## src/rtl/alu_pkg.sv

```systemverilog
// Shared definitions for the ALU arbiter: default widths, opcode map and FSM state encoding.
package alu_pkg;

    localparam int ALU_DW  = 32;
    localparam int ALU_OPW = 3;

    localparam logic [2:0] OP_ADD  = 3'b000;
    localparam logic [2:0] OP_SUB  = 3'b001;
    localparam logic [2:0] OP_AND  = 3'b010;
    localparam logic [2:0] OP_OR   = 3'b011;
    localparam logic [2:0] OP_XOR  = 3'b100;
    localparam logic [2:0] OP_SLL  = 3'b101;
    localparam logic [2:0] OP_SRL  = 3'b110;
    localparam logic [2:0] OP_RSVD = 3'b111;

    typedef enum logic [1:0] {
        IDLE = 2'd0,
        EXEC = 2'd1,
        RESP = 2'd2
    } arb_state_t;

endpackage

```

## src/rtl/rr_arb2.sv

```systemverilog
// Two-way round-robin pick: a lone requester wins outright, on a tie the one
// not served last wins. grant_o is meaningless when neither input is valid.
module rr_arb2
    import alu_pkg::*;
(
    input  logic [1:0] valid_i,
    input  logic       last_grant_i,
    output logic       grant_o
);

    assign grant_o = (&valid_i) ? ~last_grant_i : valid_i[1];

endmodule

```

## src/rtl/alu_arbiter.sv

```systemverilog
// Round-robin sharing of one combinational ALU between two valid/ready requesters.
// Define ALU_ARB_OPCHK_EN to answer reserved opcode 3'b111 with an error response and no ALU cycle.
module alu_arbiter
    import alu_pkg::*;
#(
    parameter int DW  = ALU_DW,
    parameter int OPW = ALU_OPW
) (
    input  logic           clk,
    input  logic           rst_n,

    input  logic           req0_valid,
    output logic           req0_ready,
    input  logic [OPW-1:0] req0_op,
    input  logic [DW-1:0]  req0_a,
    input  logic [DW-1:0]  req0_b,
    output logic           rsp0_valid,
    input  logic           rsp0_ready,
    output logic [DW-1:0]  rsp0_data,
    output logic           rsp0_err,

    input  logic           req1_valid,
    output logic           req1_ready,
    input  logic [OPW-1:0] req1_op,
    input  logic [DW-1:0]  req1_a,
    input  logic [DW-1:0]  req1_b,
    output logic           rsp1_valid,
    input  logic           rsp1_ready,
    output logic [DW-1:0]  rsp1_data,
    output logic           rsp1_err,

    output logic [OPW-1:0] alu_op,
    output logic [DW-1:0]  alu_r2,
    output logic [DW-1:0]  alu_r3,
    input  logic [DW-1:0]  alu_r1,
    output logic           busy
);

    arb_state_t           state_q;
    logic                 winner_q;
    logic                 last_grant_q;
    logic                 busy_q;
    logic [OPW-1:0]       alu_op_q;
    logic [DW-1:0]        alu_r2_q;
    logic [DW-1:0]        alu_r3_q;
    logic [1:0]           rsp_valid_q;
    logic [1:0]           rsp_err_q;
    logic [1:0][DW-1:0]   rsp_data_q;

    logic [1:0]           req_valid;
    logic [1:0]           rsp_ready;
    logic [1:0][OPW-1:0]  req_op;
    logic [1:0][DW-1:0]   req_a;
    logic [1:0][DW-1:0]   req_b;

    logic                 grant;
    logic                 accept;
    logic                 rsvd_sel;
    logic                 rsp_done;

    assign req_valid = {req1_valid, req0_valid};
    assign rsp_ready = {rsp1_ready, rsp0_ready};
    assign req_op    = {req1_op, req0_op};
    assign req_a     = {req1_a, req0_a};
    assign req_b     = {req1_b, req0_b};

    rr_arb2 u_rr_arb2 (
        .valid_i      (req_valid),
        .last_grant_i (last_grant_q),
        .grant_o      (grant)
    );

    // Command ready is offered only while IDLE, and only to the arbitration winner.
    assign accept     = (state_q == IDLE) && (|req_valid);
    assign req0_ready = accept && !grant;
    assign req1_ready = accept && grant;
    assign rsp_done   = (state_q == RESP) && rsp_ready[winner_q];

`ifdef ALU_ARB_OPCHK_EN
    assign rsvd_sel = (req_op[grant] == OPW'(OP_RSVD));
`else
    assign rsvd_sel = 1'b0;
`endif

    always_ff @(posedge clk or negedge rst_n) begin
        if (!rst_n) begin
            state_q      <= IDLE;
            winner_q     <= 1'b0;
            last_grant_q <= 1'b1;
            busy_q       <= 1'b0;
            alu_op_q     <= '0;
            alu_r2_q     <= '0;
            alu_r3_q     <= '0;
            rsp_valid_q  <= '0;
            rsp_err_q    <= '0;
            rsp_data_q   <= '0;
        end else begin
            case (state_q)
                IDLE: begin
                    if (accept) begin
                        winner_q <= grant;
                        busy_q   <= 1'b1;
                        if (rsvd_sel) begin
                            // Reserved opcode never reaches the ALU; its inputs keep their old values.
                            rsp_valid_q[grant] <= 1'b1;
                            rsp_data_q[grant]  <= '0;
                            rsp_err_q[grant]   <= 1'b1;
                            state_q            <= RESP;
                        end else begin
                            alu_op_q <= req_op[grant];
                            alu_r2_q <= req_a[grant];
                            alu_r3_q <= req_b[grant];
                            state_q  <= EXEC;
                        end
                    end
                end
                EXEC: begin
                    rsp_valid_q[winner_q] <= 1'b1;
                    rsp_data_q[winner_q]  <= alu_r1;
                    rsp_err_q[winner_q]   <= 1'b0;
                    state_q               <= RESP;
                end
                RESP: begin
                    if (rsp_done) begin
                        rsp_valid_q  <= '0;
                        last_grant_q <= winner_q;
                        busy_q       <= 1'b0;
                        state_q      <= IDLE;
                    end
                end
                default: begin
                    busy_q  <= 1'b0;
                    state_q <= IDLE;
                end
            endcase
        end
    end

    assign alu_op     = alu_op_q;
    assign alu_r2     = alu_r2_q;
    assign alu_r3     = alu_r3_q;
    assign busy       = busy_q;
    assign rsp0_valid = rsp_valid_q[0];
    assign rsp1_valid = rsp_valid_q[1];
    assign rsp0_data  = rsp_data_q[0];
    assign rsp1_data  = rsp_data_q[1];
    // Without the opcode check these registers never leave zero, so the flags are constant 0.
    assign rsp0_err   = rsp_err_q[0];
    assign rsp1_err   = rsp_err_q[1];

endmodule

```

## config.mk

```make
export PLATFORM = sky130hd
export DESIGN_NAME = alu_arbiter
export DESIGN_NICKNAME = d
export VERILOG_FILES = /design/src/rtl/alu_pkg.sv /design/src/rtl/rr_arb2.sv /design/src/rtl/alu_arbiter.sv
export SDC_FILE = /design/constraint.sdc
export NUM_CORES = 1
export LEC_CHECK = 0
export CORE_MARGIN = 10
export CORE_UTILIZATION = 37
export DETAILED_ROUTE_END_ITERATION = 12
export DONT_BUFFER_PORTS = 1
export PLACE_DENSITY = 0.61
export SLEW_MARGIN = 0
export SYNTH_ARGS = -nofsm -noshare
export SYNTH_HDL_FRONTEND = slang
export SYNTH_HIERARCHICAL = 1
export SYNTH_SLANG_ARGS = --single-unit
```

## constraint.sdc

```tcl
create_clock -name clk -period 2 [get_ports clk]
set_input_delay 0.2 -clock clk [delete_from_list [all_inputs] [get_ports clk]]
set_output_delay 0.2 -clock clk [all_outputs]
set_load 0.05 [all_outputs]
```

**After elaboration in Yosys (flattened, before gate mapping)**

Cells that the tools add are included.

- Order comparisons: 3
- Eq/ne operators: 4
- Multiplexer cells: 21
- Bitwise logic cells: 5
- Reductions and logical operators: 15

Operators by type and width:

| cell | number |
|---|---|
| 2-to-1 mux 32 bit | 5 |
| bitwise mux 64 bit | 1 |
| demux 32 bit (select 1 bit) | 1 |
| AND reduction 2 bit | 5 |
| 2-to-1 mux 1 bit | 6 |
| 2-to-1 mux 3 bit | 2 |
| case mux 2 bit (3 select lines) | 1 |
| logical AND 1 bit | 5 |
| less-than comparator 1 x 2 -> 1 bit (second input constant) | 2 |
| 2-to-1 mux 2 bit | 2 |
| inequality test 2 bit (second input constant) | 2 |
| case mux 2 bit (2 select lines) | 1 |
| case mux 1 bit (3 select lines) | 1 |
| AND reduction 3 bit | 1 |
| bitwise AND 2 bit | 1 |
| equality test 2 x 1 -> 1 bit (second input constant) | 1 |
| equality test 2 bit (second input constant) | 1 |
| zero test 2 bit | 1 |
| inverter 1 bit | 2 |
| inverter 2 bit | 1 |
| bitwise OR 2 bit | 1 |
| nonzero test 2 bit | 1 |
| OR reduction 2 bit | 1 |
| demux 1 bit (select 1 bit) | 1 |
| other kinds (2) | 2 |

- Register bits after elaboration: 140
- Bits of input ports: 172
- Output and inout port bits: 138
- Logic and storage cells: 59

**Depth between registers and ports, before layout**

Gate-level depths: netlist of run 1.

- Word-level depth: 6
- Mapped depth: 5
- Mapped depth without buffers: 3

**By module**

The synthesis of run 1 kept the hierarchy.

Modules (own cells, without submodules):

| module | times used | cells an instance | area each (um^2) | sequential area each (um^2) |
|---|---|---|---|---|
| alu_arbiter | 1 | 384 | 6035.8 | 3504.6 |
| rr_arb2 | 1 | 1 | 11.3 | 0.0 |

**Worst setup path before layout of run 1**

No wires, ideal clock.

- Path kind: register to output
- Start: reg last_grant_q
- End: out req0_ready
- Arrival: 2.477 ns
- Data required time: 1.800 ns
- Path slack: -0.677 ns
- Stages on the path, launching flop included: 5
- Path buffers: 2
- Path through: dfstp_2 > a21boi_2 > buf_2 > clkbuf_1 > nor4_1

- Word-level cells in the longest chain between the ends: 4

Ends and longest elaborated chain:

| what | RTL line | source |
|---|---|---|
| from (decl) | alu_arbiter.sv:41 | `logic last_grant_q;` |
| from (signal assigned) | alu_arbiter.sv:126 | `last_grant_q <= winner_q;` |
| inverter 1 bit | rr_arb2.sv:11 | `assign grant_o = (&valid_i) ? ~last_grant_i : valid_i[1];` |
| 2-to-1 mux 1 bit | rr_arb2.sv:11 |  |
| named net grant | alu_arbiter.sv:56 | `logic grant;` |
| zero test 1 bit | alu_arbiter.sv:75 | `assign req0_ready = accept && !grant;` |
| logical AND 1 bit | alu_arbiter.sv:75 |  |
| to (decl) | alu_arbiter.sv:13 | `output logic req0_ready,` |

The timed path passes the listed nets, and every way through them passes these cells.

**Worst setup path in the final report of run 1**

Ends and elaborated chain as after synthesis.

==> impl_metrics.tcl, run 1 <==
set metrics [dict create \
    run_status "finished, violations left" \
    violated_checks "hold timing" \
    met3RoutedLength_um 1900 \
    postCtsHoldBufs 34 \
    htree_num_levels 4 \
    max_slew_margin 0.638 \
    fin_setup_tns_ns 0 \
    inserted_clock_buffers 17 \
    route.detailed.drc 0 \
    worst-slew-pin-transition_ns 0.543 \
    synth.avg_cell_area_um2 15.7 \
    whs_ns -0.524 \
    achievable-frequency_ghz 0.523 \
    initial_antenna_violation_count 0 \
    die_area_um2 21900 \
    wl_met2_um 8350 \
    fp.dieW_um 148 \
    maxCapViolations 0 \
    crit_path_max_fanout 9 \
    synth.yosys.seq_area_share 0.580 \
    largest_buffer_count_on_any_clock_path 2 \
    rr_worst_depth 4 \
    most-common-layout-cells "196 x sky130_fd_sc_hd__mux2_2, 137 x sky130_fd_sc_hd__dfrtp_1, 34 x sky130_fd_sc_hd__dlygate4sd3_1, 17 x sky130_fd_sc_hd__clkbuf_16, 5 x sky130_fd_sc_hd__inv_6" \
    final.period_utilization 0.955 \
    postLayoutCoreUtil 0.455 \
    dr_total_vias 3305 \
    fraction_of_layout_instances_using_a_drive_strength_above_1 0.558 \
    globalplace.congestion 0.708 \
    synth_cells 385 \
    route.detailed.wl_per_inst_um 24.0 \
    totalWireLength_um 15700 \
    design.core.area_um2 15900 \
    dieHeight_um 148 \
    num-nets-final 596 \
    number_of_register_bits_inferred_by_synthesis 140 \
    crit_path_cell_trace "a21boi_4, buf_4, nor4_4, buf_6" \
    final_antenna_net_count 0 \
    place.port_buffers 0 \
    crit_buf_inv 2 \
    worst_path_dominant_cell_family "flip-flops" \
    max_slew_violation_total_from_the_final_report 0 \
    grt_util_all_layers 0.140 \
    cp_data_arrival_time_ns 1.71 \
    via_count_of_the_first_global_routing_pass 3742 \
    worst_ep_required_time_ns 1.80 \
    grt_start_max_net_pins 141 \
    timing.final.hold_violations 140 \
    boundaryPins 310 \
    skew_ns 0.00852 \
    synthesis.yosys.warnings 6 \
    min-delay-path-class "input pin to asynchronous set/reset pin" \
    setup-violations-final 0 \
    mostFrequentLayoutCell "sky130_fd_sc_hd__mux2_2" \
    setup_slack_ns 0.0893 \
    dp_hpwl_um 12000 \
    grt_first_pass_wirelength_um 23800 \
    critPathLaunchType "register" \
    topRoutingLayerUsed "met4" \
    avgViaCountPerCell 5.06 \
    pre_cts_ws_ns 0.365 \
    overflow 0 \
    detailedRoute.firstIterationViolations 110 \
    insertion_delay_ns 0.42 \
    start_util 0.379 \
    cts.clk_slew.worst_paths_ns 0.07 \
    finalCriticalPeriod_ns 1.91 \
    clkSinkCount 140 \
    rows 46 \
    final-instance-count-excl-fill 653 \
    synth_area_um2 6050 \
    worst-setup-path-type "register to primary output" \
    drtPass1Iterations 2 \
    cp_slowest_stage_delay_ns 0.55 \
    cell_count_after_placement 587 \
    synthToLayoutAreaGrowth_pct 20.0 \
    ys_types 23 \
    rsz0062_at_grt "no" \
    tritoncts "yes" \
    cpMaxStageDelayCell "sky130_fd_sc_hd__dfstp_2" \
    insertedDiodeCount 0 \
    clockRootBuffer "sky130_fd_sc_hd__clkbuf_16" \
    critical_path.endpoint_type "primary output" \
    route.layer.met1.wl_um 5200 \
    synthesis.nets 557 \
    path_depth 4 \
]
## repair_timing
| action | CTS | global route |
|---|---|---|
| setup endpoints to repair | 0 | 2 |
| endpoints found under the hold margin | 205 | 140 |
| buffers inserted | 0 | 0 |
| gates resized for setup | 0 | 4 |
## cell usage after synthesis, drive strengths merged
cell type / number / area share
mux2: 200 / 0.37
dfrtp: 139 / 0.58
buf: 15 / 0.018
clkbuf: 7 / 0.0043
nor2: 3 / 0.0019
o21ai: 3 / 0.0025
and2: 2 / 0.0021
inv: 2 / 0.0012
nand2b: 2 / 0.0021
nor2b: 2 / 0.0021
a21boi: 1 / 0.0019
a21o: 1 / 0.0012
a21oi: 1 / 0.00083
dfstp: 1 / 0.0043
nand2: 1 / 0.00062
nand3b: 1 / 0.0019
nor3: 1 / 0.0017
nor3b: 1 / 0.0031
nor4: 1 / 0.0010
o31ai: 1 / 0.0012
## registers in the layout (all words and copies together), names as in the netlist
name / count
state_q: 2
alu_op: 3
rsp_valid_q: 2
rsp0_data: 32
rsp_err_q: 2
busy: 1
alu_r2: 32
winner_q: 1
last_grant_q: 1
rsp1_data: 32
alu_r3: 32
## cells by family (layout without fill, tap and decap cells)
| group | after synthesis | count (layout) | share of synthesized area |
|---|---|---|---|
| flops | 140 | 140 | 0.580 |
| simple gates | 14 | 14 | 0.0163 |
| mux | 200 | 200 | 0.372 |
| compound gates | 7 | 7 | 0.00765 |
| buf+inv | 24 | 76 | 0.0240 |
## metrics by stage
stage	hold WS, ns	instance area, um2
6_report	-0.524	7260
5_1_grt	-0.556	7260
4_1_cts	-0.550	7250
3_5_place_dp	-0.0920	6320
3_3_place_gp	-0.0913	6320
2_1_floorplan	-0.0956	6060
## area by class of cell
class,count,area (um2)
clock buffers,18,439
clock inverters,14,148
fillers,1400,8690
inverters,2,7.51
multi-input cells,221,2430
flip-flops and latches,140,3510
well taps,216,270
repair buffers,42,458
## worst register-to-register path, cell delays in order, from the launching register on
cell,delay [ns]
sky130_fd_sc_hd__dfrtp_2,0.48
sky130_fd_sc_hd__nand2b_1,0.23
sky130_fd_sc_hd__o31ai_1,0.20
sky130_fd_sc_hd__o21ai_0,0.11
sky130_fd_sc_hd__dlygate4sd3_1,0.57
## layer usage
| metal | GRT usage | up-vias |
|---|---|---|
| met3 | 0.0775 | 16 |
| met5 | 0 | - |
| li1 | - | 1460 |
| met1 | 0.131 | 1636 |
| met2 | 0.252 | 193 |
| met4 | 0.0456 | 0 |
## final timing paths
kind                                     startpoint                  endpoint  slack [ns]
hold / removal                                rst_n    alu_r3[19]$_DFFE_PN0P_       -0.52
hold reg to reg              state_q[0]$_DFFE_PN0P_    state_q[1]$_DFFE_PN0P_        0.65
setup reg to reg             state_q[0]$_DFFE_PN0P_  last_grant_q$_DFFE_PN1P_        0.35
max in group asynchronous                     rst_n  last_grant_q$_DFFE_PN1P_        2.29
min in group clk                         req0_b[18]    alu_r3[18]$_DFFE_PN0P_        0.05
setup / recovery           last_grant_q$_DFFE_PN1P_                req0_ready        0.09
Power of run 1 is not shown: default switching activity piles up to over one toggle a cycle in this logic, so the estimate is an artifact.
==> inputs of run 2 (changes only) <==
- CORE_UTILIZATION: 37 -> 55
- PLACE_DENSITY: 0.61 -> 0.8
- REMOVE_ABC_BUFFERS: not set -> 1
==> run 2 against run 1 <==
Effect of this change: the run now fails in clock tree synthesis (4_1_cts); synthesized cell count did not move; area after synthesis stayed put.
==> impl_metrics.tcl, run 2 <==
set metrics [dict create \
    run_status "aborted with a tool error" \
    stop_stage "clock tree synthesis (4_1_cts)" \
    firstError "[ERROR RSZ-0060] Max buffer count reached." \
    synth_top_family_by_area "multiplexers" \
    synth.yosys.seq_area_share 0.580 \
    clkSinkCount 140 \
    dp_hpwl_um 12100 \
    rows 38 \
    post_cts_resized 1 \
    synth-compound-area-share 0.00766 \
    cell_count_after_placement 511 \
    synth_flop_cell "sky130_fd_sc_hd__dfrtp_1" \
    synth_xor_xnor_area_share 0 \
    yosys.cell_count.top_type "sky130_fd_sc_hd__mux2_2" \
    start_util 0.560 \
    largest_buffer_count_on_any_clock_path 2 \
    htree_num_levels 4 \
    post_synth_mux_area_share 0.372 \
    synthesis.yosys.warnings 6 \
    synth_common_cells "196 x sky130_fd_sc_hd__mux2_2, 139 x sky130_fd_sc_hd__dfrtp_1, 7 x sky130_fd_sc_hd__buf_4, 7 x sky130_fd_sc_hd__clkbuf_1, 5 x sky130_fd_sc_hd__buf_2" \
    synthSimpleGateAreaFrac 0.0163 \
    synth_async_sr_flop_share 1.00 \
    ys_types 23 \
    place.port_buffers 0 \
    dieHeight_um 125 \
    globalplace.congestion 0.796 \
    synth.top_cells.by_area "sky130_fd_sc_hd__dfrtp_1 58%, sky130_fd_sc_hd__mux2_2 36%, sky130_fd_sc_hd__buf_4 0.87%, sky130_fd_sc_hd__mux2_1 0.74%, sky130_fd_sc_hd__buf_6 0.56%" \
    synth_adder_area_share 0 \
    synth.avg_cell_area_um2 15.7 \
    inserted_clock_buffers 17 \
    netlist.top_cell.by_area "sky130_fd_sc_hd__dfrtp_1" \
    placedInstanceArea_um2 6230 \
    number_of_register_bits_inferred_by_synthesis 140 \
    postCtsHoldBufs 110 \
    clockRootBuffer "sky130_fd_sc_hd__clkbuf_8" \
    netlist.area_leader.share 0.575 \
    synth_cells 385 \
    boundaryPins 310 \
    synth-edff-count 0 \
    fp.dieW_um 125 \
    post-cts-setup-buffer-count 2 \
    synth_area_um2 6050 \
]
-- run 2: through the flow --
| step | util | worst slack (ns) | TNS [ns] |
|---|---|---|---|
| 3_5_place_dp | 0.577 | 0.324 | 0 |
| 3_3_place_gp | 0.577 | 0.378 | 0 |
| 2_1_floorplan | - | -2.02 | -125.67 |
-- run 2: kinds of logic after synthesis --
logic type | after synthesis
buf+inv | 24
flops | 140
compound gates | 7
simple gates | 14
mux | 200
==> inputs of run 3 (changes only) <==
- CORE_UTILIZATION: 55 -> 40
- PLACE_DENSITY: 0.8 -> not set
- PLACE_DENSITY_LB_ADDON: not set -> 0.15
==> run 3 against run 2 <==
Effect of this change: the flow now finishes, with violations (hold timing).
==> impl_metrics.tcl, run 3 (same netlist as run 1, synthesis figures left out) <==
set metrics [dict create \
    seq_area_um2 3510 \
    setup-violations-final 0 \
    cts.clk_slew.worst_paths_ns 0.06 \
    dp_hpwl_um 12000 \
    max_slew_margin 0.642 \
    grt_start_max_net_pins 141 \
    place.port_buffers 0 \
    worst-slew-pin-transition_ns 0.537 \
    rsz0062_at_grt "no" \
    largest_buffer_count_on_any_clock_path 2 \
    synthToLayoutAreaGrowth_pct 20.4 \
    drtPass1Iterations 3 \
    final.period_utilization 0.950 \
    worst_ep_required_time_ns 1.80 \
    clockRootBuffer "sky130_fd_sc_hd__clkbuf_16" \
    cell_count_after_placement 558 \
    crit_path_cell_trace "a21boi_4, buf_12, nor4_4, buf_6" \
    achievable-frequency_ghz 0.526 \
    whs_ns -0.520 \
    rows 44 \
    grt_first_pass_wirelength_um 22900 \
    final-instance-count-excl-fill 629 \
    maxCapViolations 0 \
    totalWireLength_um 15900 \
    max_slew_violation_total_from_the_final_report 0 \
    grt_util_all_layers 0.147 \
    finalCriticalPeriod_ns 1.90 \
    postCtsHoldBufs 34 \
    skew_ns 0.00800 \
    detailedRoute.firstIterationViolations 90 \
    footprint_of_the_multi_input_gates_um2 2430 \
    start_util 0.411 \
    final_antenna_net_count 0 \
    route.detailed.drc 0 \
    cp_data_arrival_time_ns 1.70 \
    run_status "finished, violations left" \
    initial_antenna_violation_count 3 \
    critical_path.endpoint_type "primary output" \
    timing.final.hold_violations 140 \
    via_count_of_the_first_global_routing_pass 3723 \
    mostFrequentLayoutCell "sky130_fd_sc_hd__mux2_2" \
    worst-setup-path-type "register to primary output" \
    layout.filler_cells 1249 \
    overflow 0 \
    worstReg2RegStart "state_q[0]$_DFFE_PN0P_" \
    tritoncts "yes" \
    dieHeight_um 143 \
    insertion_delay_ns 0.41 \
    die_area_um2 20400 \
    avgViaCountPerCell 5.30 \
    cpMaxStageDelayCell "sky130_fd_sc_hd__dfstp_2" \
    boundaryPins 310 \
    design.core.area_um2 14700 \
    fp.dieW_um 143 \
    inserted_clock_buffers 17 \
    crit_path_start "last_grant_q$_DFFE_PN1P_" \
    globalplace.congestion 0.725 \
    most-common-layout-cells "196 x sky130_fd_sc_hd__mux2_2, 138 x sky130_fd_sc_hd__dfrtp_1, 34 x sky130_fd_sc_hd__dlygate4sd3_1, 17 x sky130_fd_sc_hd__clkbuf_16, 7 x sky130_fd_sc_hd__buf_12" \
    violated_checks "hold timing" \
    route.detailed.wl_per_inst_um 25.2 \
    fraction_of_layout_instances_using_a_drive_strength_above_1 0.554 \
    min-delay-path-class "input pin to asynchronous set/reset pin" \
    clkSinkCount 140 \
    postLayoutCoreUtil 0.495 \
    htree_num_levels 4 \
    dr_total_vias 3336 \
    num-nets-final 601 \
    crit_path_max_fanout 29 \
    critPathLaunchType "register" \
    cp_slowest_stage_delay_ns 0.56 \
]
-- run 3: critical path: cells and delay by family (launching register included) --
family / cells / cell delay, ns
AOI/OAI and AO/OA: 1 / 0.07
DFF: 1 / 0.56
and+or+nand+nor: 1 / 0.29
buffers and inverters: 2 / 0.37
-- run 3: repair_timing --
action | CTS | global route
setup buffers | 0 | 2
endpoints found under the hold margin | 205 | 140
endpoints found under the setup margin | 0 | 2
resized for setup | 0 | 3
-- run 3: final cells by class --
type                            count  share of cell area
Timing Repair Buffer               47              0.0727
Multi-Input combinational cell    221               0.333
Clock inverter                     11              0.0168
Sequential cell                   140               0.482
Clock buffer                       21              0.0619
Antenna cell                        3             0.00103
Inverter                            2             0.00103
Tap cell                          184              0.0316
-- run 3: worst paths after layout --
| check | slack (ns) | depth (start not counted) | to |
|---|---|---|---|
| max in group asynchronous | 2.30 | 0 | last_grant_q$_DFFE_PN1P_ |
| setup / recovery | 0.1 | 4 | req0_ready |
| setup reg to reg | 0.24 | 4 | last_grant_q$_DFFE_PN1P_ |
| hold reg to reg | 0.70 | 1 | winner_q$_DFFE_PN0P_ |
| min in group clk | 0.06 | 2 | alu_r3[31]$_DFFE_PN0P_ |
| hold / removal | -0.52 | 0 | rsp0_data[13]$_DFFE_PN0P_ |
-- run 3: per-stage QoR --
step	setup TNS [ns]	hold WS [ns]	worst slack [ns]	cell area, um2
2_1_floorplan	-125.67	-0.0956	-2.02	5910
3_3_place_gp	0	-0.0904	0.387	6330
3_5_place_dp	0	-0.0912	0.342	6330
4_1_cts	0	-0.537	0.0200	7240
5_1_grt	0	-0.543	0.0166	7270
6_report	0	-0.520	0.0998	7280
-- run 3: routing by layer --
metal  global-route usage  part of all wire  up-vias
li1                     -                 -     1468
met1                0.148              0.33     1650
met2                0.240              0.49      201
met3               0.0955              0.16       17
met4               0.0565             0.016        0
met5                    0                 0        -
Power of run 3 is left out for the same reason.
